[src/rtl/muldiv_unit.sv]
// Iterative radix-2 multiply/divide unit owning the HI/LO registers (start/busy/done handshake).
// Optional macro MULDIV_FAST_MUL_EN: single-cycle combinational multiply, IDLE->FIX for MULT/MULTU.
module muldiv_unit #(
  parameter int WIDTH = 32,
  parameter int CNT_W = 5
) (
  input  logic             clk,
  input  logic             reset,
  input  logic             start,
  input  logic [1:0]       op,
  input  logic [WIDTH-1:0] A,
  input  logic [WIDTH-1:0] B,
  input  logic             wr_hi,
  input  logic             wr_lo,
  input  logic [WIDTH-1:0] wr_data,
  output logic             busy,
  output logic             done,
  output logic             div_zero,
  output logic [WIDTH-1:0] hi,
  output logic [WIDTH-1:0] lo,
  output logic [1:0]       o_dbg_state
);

  // Handshake: start is only sampled while idle (busy=0); busy rises the cycle after an
  // accepted start, done pulses during the single FIX cycle, and busy drops on the edge after it.
  typedef enum logic [1:0] {S_IDLE = 2'd0, S_CALC = 2'd1, S_FIX = 2'd2} state_t;

  localparam logic [CNT_W-1:0] LAST_CNT = CNT_W'(WIDTH - 1);

  state_t                 r_state;
  logic [CNT_W-1:0]       r_cnt;
  logic                   r_is_div;
  logic                   r_neg_q;
  logic                   r_neg_r;
  logic [WIDTH-1:0]       r_a_mag;
  logic [WIDTH-1:0]       r_b_mag;
  logic [WIDTH-1:0]       r_a_raw;
  logic [2*WIDTH-1:0]     r_acc;
  logic                   r_busy;
  logic                   r_done;
  logic                   r_div_zero;
  logic [WIDTH-1:0]       r_hi;
  logic [WIDTH-1:0]       r_lo;

  logic                   w_signed;
  logic                   w_div_zero_req;
  logic                   w_direct;
  logic [WIDTH-1:0]       w_a_mag;
  logic [WIDTH-1:0]       w_b_mag;
  logic [2*WIDTH-1:0]     w_acc_init;
  logic [WIDTH:0]         w_mul_sum;
  logic [2*WIDTH-1:0]     w_mul_next;
  logic [WIDTH:0]         w_rem_sh;
  logic [WIDTH:0]         w_diff;
  logic [2*WIDTH-1:0]     w_div_next;
  logic [2*WIDTH-1:0]     w_prod_fix;
  logic [WIDTH-1:0]       w_fix_hi;
  logic [WIDTH-1:0]       w_fix_lo;

  assign w_signed       = ~op[0];
  assign w_div_zero_req = op[1] && (B == '0);
  assign w_a_mag        = (w_signed && A[WIDTH-1]) ? ({WIDTH{1'b0}} - A) : A;
  assign w_b_mag        = (w_signed && B[WIDTH-1]) ? ({WIDTH{1'b0}} - B) : B;

`ifdef MULDIV_FAST_MUL_EN
  logic [2*WIDTH-1:0]     w_fast_prod;
  assign w_fast_prod = {{WIDTH{1'b0}}, w_a_mag} * {{WIDTH{1'b0}}, w_b_mag};
  assign w_direct    = w_div_zero_req || !op[1];
  assign w_acc_init  = op[1] ? {{WIDTH{1'b0}}, w_a_mag} : w_fast_prod;
`else
  assign w_direct    = w_div_zero_req;
  // Multiply keeps the multiplier in the low half and shifts it out; divide keeps the dividend there.
  assign w_acc_init  = op[1] ? {{WIDTH{1'b0}}, w_a_mag} : {{WIDTH{1'b0}}, w_b_mag};
`endif

  // Shift-add step: add multiplicand to the upper half when the current multiplier bit is set.
  assign w_mul_sum  = {1'b0, r_acc[2*WIDTH-1:WIDTH]} + {1'b0, r_a_mag};
  assign w_mul_next = r_acc[0] ? {w_mul_sum, r_acc[WIDTH-1:1]} : {1'b0, r_acc[2*WIDTH-1:1]};

  // Restoring step: the shifted remainder needs WIDTH+1 bits since it may exceed 2^WIDTH-1.
  assign w_rem_sh   = r_acc[2*WIDTH-1:WIDTH-1];
  assign w_diff     = w_rem_sh - {1'b0, r_b_mag};
  assign w_div_next = w_diff[WIDTH] ? {w_rem_sh[WIDTH-1:0], r_acc[WIDTH-2:0], 1'b0}
                                    : {w_diff[WIDTH-1:0], r_acc[WIDTH-2:0], 1'b1};

  assign w_prod_fix = r_neg_q ? ({(2*WIDTH){1'b0}} - r_acc) : r_acc;

  always_comb begin
    w_fix_hi = w_prod_fix[2*WIDTH-1:WIDTH];
    w_fix_lo = w_prod_fix[WIDTH-1:0];
    if (r_is_div) begin
      if (r_div_zero) begin
        w_fix_hi = r_a_raw;
        w_fix_lo = '1;
      end else begin
        w_fix_lo = r_neg_q ? ({WIDTH{1'b0}} - r_acc[WIDTH-1:0]) : r_acc[WIDTH-1:0];
        w_fix_hi = r_neg_r ? ({WIDTH{1'b0}} - r_acc[2*WIDTH-1:WIDTH]) : r_acc[2*WIDTH-1:WIDTH];
      end
    end
  end

  always_ff @(posedge clk) begin
    if (!reset) begin
      r_state    <= S_IDLE;
      r_cnt      <= '0;
      r_is_div   <= 1'b0;
      r_neg_q    <= 1'b0;
      r_neg_r    <= 1'b0;
      r_a_mag    <= '0;
      r_b_mag    <= '0;
      r_a_raw    <= '0;
      r_acc      <= '0;
      r_busy     <= 1'b0;
      r_done     <= 1'b0;
      r_div_zero <= 1'b0;
      r_hi       <= '0;
      r_lo       <= '0;
    end else begin
      case (r_state)
        S_IDLE: begin
          if (start) begin
            r_is_div   <= op[1];
            r_a_mag    <= w_a_mag;
            r_b_mag    <= w_b_mag;
            r_a_raw    <= A;
            r_neg_q    <= w_signed & (A[WIDTH-1] ^ B[WIDTH-1]);
            r_neg_r    <= w_signed & A[WIDTH-1];
            r_div_zero <= w_div_zero_req;
            r_acc      <= w_acc_init;
            r_cnt      <= '0;
            r_busy     <= 1'b1;
            if (w_direct) begin
              r_state <= S_FIX;
              r_done  <= 1'b1;
            end else begin
              r_state <= S_CALC;
            end
          end else begin
            if (wr_hi) r_hi <= wr_data;
            if (wr_lo) r_lo <= wr_data;
          end
        end
        S_CALC: begin
          r_acc <= r_is_div ? w_div_next : w_mul_next;
          r_cnt <= r_cnt + CNT_W'(1);
          if (r_cnt == LAST_CNT) begin
            r_state <= S_FIX;
            r_done  <= 1'b1;
            r_cnt   <= '0;
          end
        end
        S_FIX: begin
          r_hi    <= w_fix_hi;
          r_lo    <= w_fix_lo;
          r_done  <= 1'b0;
          r_busy  <= 1'b0;
          r_state <= S_IDLE;
        end
        default: r_state <= S_IDLE;
      endcase
    end
  end

  assign busy        = r_busy;
  assign done        = r_done;
  assign div_zero    = r_div_zero;
  assign hi          = r_hi;
  assign lo          = r_lo;
  assign o_dbg_state = r_state;

endmodule

[config.mk]
export PLATFORM = sky130hd
export DESIGN_NAME = muldiv_unit
export DESIGN_NICKNAME = d
export VERILOG_FILES = /design/src/rtl/muldiv_unit.sv
export SDC_FILE = /design/constraint.sdc
export NUM_CORES = 1
export LEC_CHECK = 0
export ABC_AREA = 1
export BUFFER_PORTS_ARGS = -buffer_cell sky130_fd_sc_hd__buf_2
export CORE_MARGIN = 3
export CORE_UTILIZATION = 49
export CTS_CLUSTER_SIZE = 16
export DETAILED_ROUTE_END_ITERATION = 10
export PLACE_DENSITY_LB_ADDON = 0.1
export SYNTH_ARGS = -nofsm -noshare
export SYNTH_HDL_FRONTEND = slang
export SYNTH_SLANG_ARGS = --single-unit
[constraint.sdc]
create_clock -name clk -period 3.85 [get_ports clk]
set_input_delay 0.385 -clock clk [delete_from_list [all_inputs] [get_ports clk]]
set_output_delay 0.385 -clock clk [all_outputs]
set_load 0.01 [all_outputs]
# Word level (Yosys, flattened, before mapping)

Index checks and enable logic that the tools add are counted.

Flip-flop bits (word level): 237
Input bits: 103
Output and inout bits: 69
Logic and storage cells: 84

Add/subtract/negate cells: 8
Eq/ne operators: 9
Mux-type cells: 34
Bitwise gates (word level): 4
Reductions and logical operators: 15

Operators with widths:

| cell                                               | count |
|---|---|
| two-way mux 32 bit                                 | 13 |
| two-way mux 64 bit                                 | 5 |
| one-hot mux 32 bit (2 select lines)                | 2 |
| one-hot mux 64 bit (2 select lines)                | 1 |
| subtractor 1 x 32 -> 32 bit (first input constant) | 4 |
| subtractor 1 x 64 -> 64 bit (first input constant) | 1 |
| adder 32 x 32 -> 33 bit                            | 1 |
| subtractor 33 x 32 -> 33 bit                       | 1 |
| zero test 32 bit                                   | 1 |
| inequality test 2 bit (second input constant)      | 6 |
| two-way mux 5 bit                                  | 2 |
| one-hot mux 5 bit (2 select lines)                 | 1 |
| AND reduction 2 bit                                | 4 |
| two-way mux 2 bit                                  | 3 |
| AND reduction 3 bit                                | 2 |
| adder 5 x 1 -> 5 bit (second input constant)       | 1 |
| equality test 5 bit (second input constant)        | 1 |
| two-way mux 1 bit                                  | 4 |
| one-hot mux 2 bit (2 select lines)                 | 1 |
| AND reduction 4 bit                                | 1 |
| nonzero test 2 bit                                 | 2 |
| logical AND 1 bit                                  | 3 |
| one-hot mux 1 bit (3 select lines)                 | 1 |
| nonzero test 3 bit                                 | 1 |
| 7 further kinds                                    | 8 |

# Logic depth before layout (Yosys ltp)

Depth in word-level cells: 6
Mapped depth: 19

# Worst setup path after synthesis

Ideal clock, no wire load.

Kind: register to register
Start: reg r_acc[31]
End: reg r_acc[57]
Arrival: 2.292 ns
Data required time: 3.779 ns
Setup slack: 1.488 ns
Stages on the path, launching flop included: 20
Path buffers: 1
Path through: dfxtp_1 > inv_1 > ha_1 > fa_1 > inv_1 > nand2_1 > nand2_1 > nand3_1 > nand2_2 > nand2_2 > nand2_2 > nand2_4 > nand2_4 > nand2_4 > nand2_8 > buf_12 > nand2_1 > nand3_1 > nand2_1 > a21oi_2

Longest elaborated chain between the ends: 4

RTL lines:

| item                                | line | text |
|---|---|---|
| from (decl)                         | 38   | `logic [2*WIDTH-1:0] r_acc;` |
| from (signal assigned)              | 129  | `r_acc <= w_acc_init;` |
| from (signal assigned)              | 144  | `r_acc <= r_is_div ? w_div_next : w_mul_next;` |
| subtractor 33 x 32 -> 33 bit        | 82   | `assign w_diff = w_rem_sh - {1'b0, r_b_mag};` |
| two-way mux 64 bit                  | 83   | `assign w_div_next = w_diff[WIDTH] ? {w_rem_sh[WIDTH-1:0], r_acc[WIDTH-2:0], 1'b0}` |
| two-way mux 64 bit                  | 144  |  |
| one-hot mux 64 bit (2 select lines) | 119  | `case (r_state)` |

No other way between the ends.
A chain may end at the register's enable or synchronous reset.

# Worst setup path in the final report

Start: reg r_acc[32]
End: reg r_acc[0]

The elaborated chain is that of the path after synthesis.

==> results.toml <==
[run_status]
status = "finished clean"

[placement]
pre_cts_slack_ns = 0.915
placedCellCount = 4270
hpwl_mm = 73.2
placed_area_um2 = 22200
io_buffers = 171
globalplace.congestion = 1.09

[synthesis]
yosys-top-cells-count = "nand2_1 (996), inv_1 (490), a21oi_1 (393), nor2_1 (339), o21ai_0 (332)"
syn_nets = 3870
synthArstFlopShare = 0
synthCells = 3695
yosys_most_used_dff = "dfxtp_1"
ys_seq_elements = 236
synth.top_cell.area_share = 0.224
synthMostInstantiatedCell = "nand2_1"
netlist_area_um2 = 21100
synth_top_area_cell = "dfxtp_1"
seq_area_frac_synth = 0.224
ys_warn_count = 0
syn_area_per_cell_um2 = 5.70
synth-edff-count = 0
synth_area_leaders = "dfxtp_1 (22%), nand2_1 (18%), a21oi_1 (9.3%)"
yosysUniqueCellTypes = 53

[route]
drt-initial-drc-count = 3465
drc = 0
dr.pass1.iters = 6
detail_route.wl_per_cell_um = 21.6
vias = 25694
wl_mm = 93.5
final_antenna_net_count = 0
routed_via_density = 5.94

[timing]
slew_headroom = 0.284
period_share = 0.799
setup_viol = 0
period_needed_ns = 3.07
worst_slew_pin_slew_ns = 1.07
fin_skew_ns = 0.0204
timing.final.ws_setup_ns = 0.775
hold_viol_final = 0
max_freq_ghz = 0.325
drv_slew = 0
rsz0062_at_grt = "no"
fin_tns_setup_ns = 0

[global_routing]
grt_first_pass_wirelength_mm = 136
antenna_found_initial = 2
global_route.usage.met3 = 0.0916
grt_pass1_vias = 22297
busiest_layer = "met1"
grt.met2_usage = 0.553
overflow = 0
grt_util_met1 = 0.581
track_usage = 0.393
grt_max_degree = 164

[critical_path]
critical_path_class = "reg2reg"
critPathTopFamily = "simple AND/OR/NAND/NOR gates"
worst_setup_path_end_kind = "flop"
cp.arrival_ns = 3.52
cp_max_fo = 33
crit_top_cell = "nand2_2"
crit_chain = "inv_1 > fa_1 > inv_1 > nand2_1 > nand2_1 > nand3_1 > nand2_2 > nand2_2 > nand2_2 > nand2_4 > nand3_4 > nand2_8 > o21ai_0 > a31oi_1"
critical_path_buf_inv_count = 2
critPathMaxStageDelay_ns = 0.58
start_kind = "flop"
cp.required_ns = 4.30
crit_path_top_delay_cell = "dfxtp_1"

[power]
cellPowerDensity_nw_per_um2 = 448
internal_power_uw = 5810
p_comb_frac = 0.415
p_seq_frac = 0.293
leakagePower_uw = 0.0115
netSwitchingFraction = 0.442
clockPowerShare = 0.292
p_switching_uw = 4610
peakVddDrop_mv = 0.380

[cts]
cts_buffer_depth = 3
cts_buffers = 29
clock-root-buffer = "clkbuf_16"
hold_buffers = 0
clk_pin_slew_ns = 0.06
cts_resized = 0
clock_latency_ns = 0.59
cts_max_level = 1
cts.sinks = 236
cts_tree = "yes"
post_cts.repair.setup_buffers = 0

[min_path]
hold_path_class = "in2reg"

[floorplan]
ioPinCount = 172
die_width_um = 213
core_um2 = 42200
die-area_um2 = 45500
fp-row-count = 75
chipHeight_um = 213
start_util = 0.499

[final_layout]
drive_above_1_share = 0.0967
fin_area_um2 = 23300
multiInputGateArea_um2 = 13700
fillers = 4387
syn_to_final_growth_pct = 10.5
final_util = 0.551
fin_nets = 3937
instances_no_fill = 4324
seq_area_um2 = 4730

[flow_run]
maxCapViolations = 0
## placed cells by master (no fill, tap or decap), types with 23 or more instances in the layout
cell	Yosys	layout
nand2_1	996	996
inv_1	490	488
a21oi_1	393	391
nor2_1	339	335
o21ai_0	332	332
nand3_1	279	279
dfxtp_1	236	234
buf_2	15	170
ha_1	70	70
xor2_1	54	54
o211ai_1	44	44
buf_4	3	42
nand4_1	32	32
nor3_1	31	31
clkbuf_16	0	29
a21oi_2	25	27
xnor2_1	23	23
## stage by stage
| stage | hold slack, ns | total power, uW |
|---|---|---|
| 3_3_place_gp | 0.448 | 7190 |
| 3_5_place_dp | 0.465 | 7230 |
| 2_1_floorplan | 0.430 | 5840 |
| 5_1_grt | 0.101 | 10900 |
| 6_report | 0.0965 | 10400 |
| 4_1_cts | 0.0917 | 10200 |
## worst reg2reg max path, stage by stage (launching register included)
cell	delay (ns)
dfxtp_1	0.58
inv_1	0.27
fa_1	0.52
inv_1	0.15
nand2_1	0.06
nand2_1	0.07
nand3_1	0.08
nand2_2	0.14
nand2_2	0.07
nand2_2	0.11
nand2_4	0.09
nand3_4	0.15
nand2_8	0.20
o21ai_0	0.32
a31oi_1	0.12
## layer usage
metal / wire [um] / vias up / share of wire
met5: 0 / - / 0
met4: 4070 / 0 / 0.044
met1: 39900 / 11840 / 0.43
met2: 37400 / 1590 / 0.40
li1: - / 12085 / -
met3: 12100 / 179 / 0.13
## cell type report
class | count | share of cell area
multi-input cells | 2779 | 0.589
flip-flops and latches | 236 | 0.203
inverters | 501 | 0.0808
repair buffers | 215 | 0.0527
clock buffers | 36 | 0.0344
well taps | 539 | 0.0290
clock inverters | 17 | 0.0110
diodes | 1 | 0.000107
## logic make-up after synthesis
kind of cell	Yosys count	synth area share
fa+ha+maj	72	0.0435
compound gates	866	0.222
buf+inv	680	0.127
simple gates	1764	0.352
flops	236	0.224
xor+xnor	77	0.0320
## path summary, 6_finish.rpt
kind                            startpoint        to  slack (ns)  cells past startpoint
worst max-delay path             r_acc[32]  r_acc[0]        0.78                     14
worst min-delay path            wr_data[0]     lo[0]         0.1                      3
worst max register to register   r_acc[32]  r_acc[0]        0.78                     14
worst min register to register        busy      busy        0.47                      2
## sequential cells by signal (all words and copies together) (netlist names)
register	flops
r_acc	64
hi	32
lo	32
r_a_mag	32
r_b_mag	32
r_a_raw	31
r_cnt	5
o_dbg_state	2
busy	1
div_zero	1
done	1
r_is_div	1
r_neg_q	1
r_neg_r	1
## power by group through the flow
stage               Clock [uW]  Combinational (uW)  Sequential (uW)
finish                    3040                4330             3050
detailed placement           0                4150             3080
global placement             0                4120             3070
floorplan                    0                2890             2950
global route              3150                4720             3060
CTS                       3040                4180             3030
(Power assumes the default switching activity.)
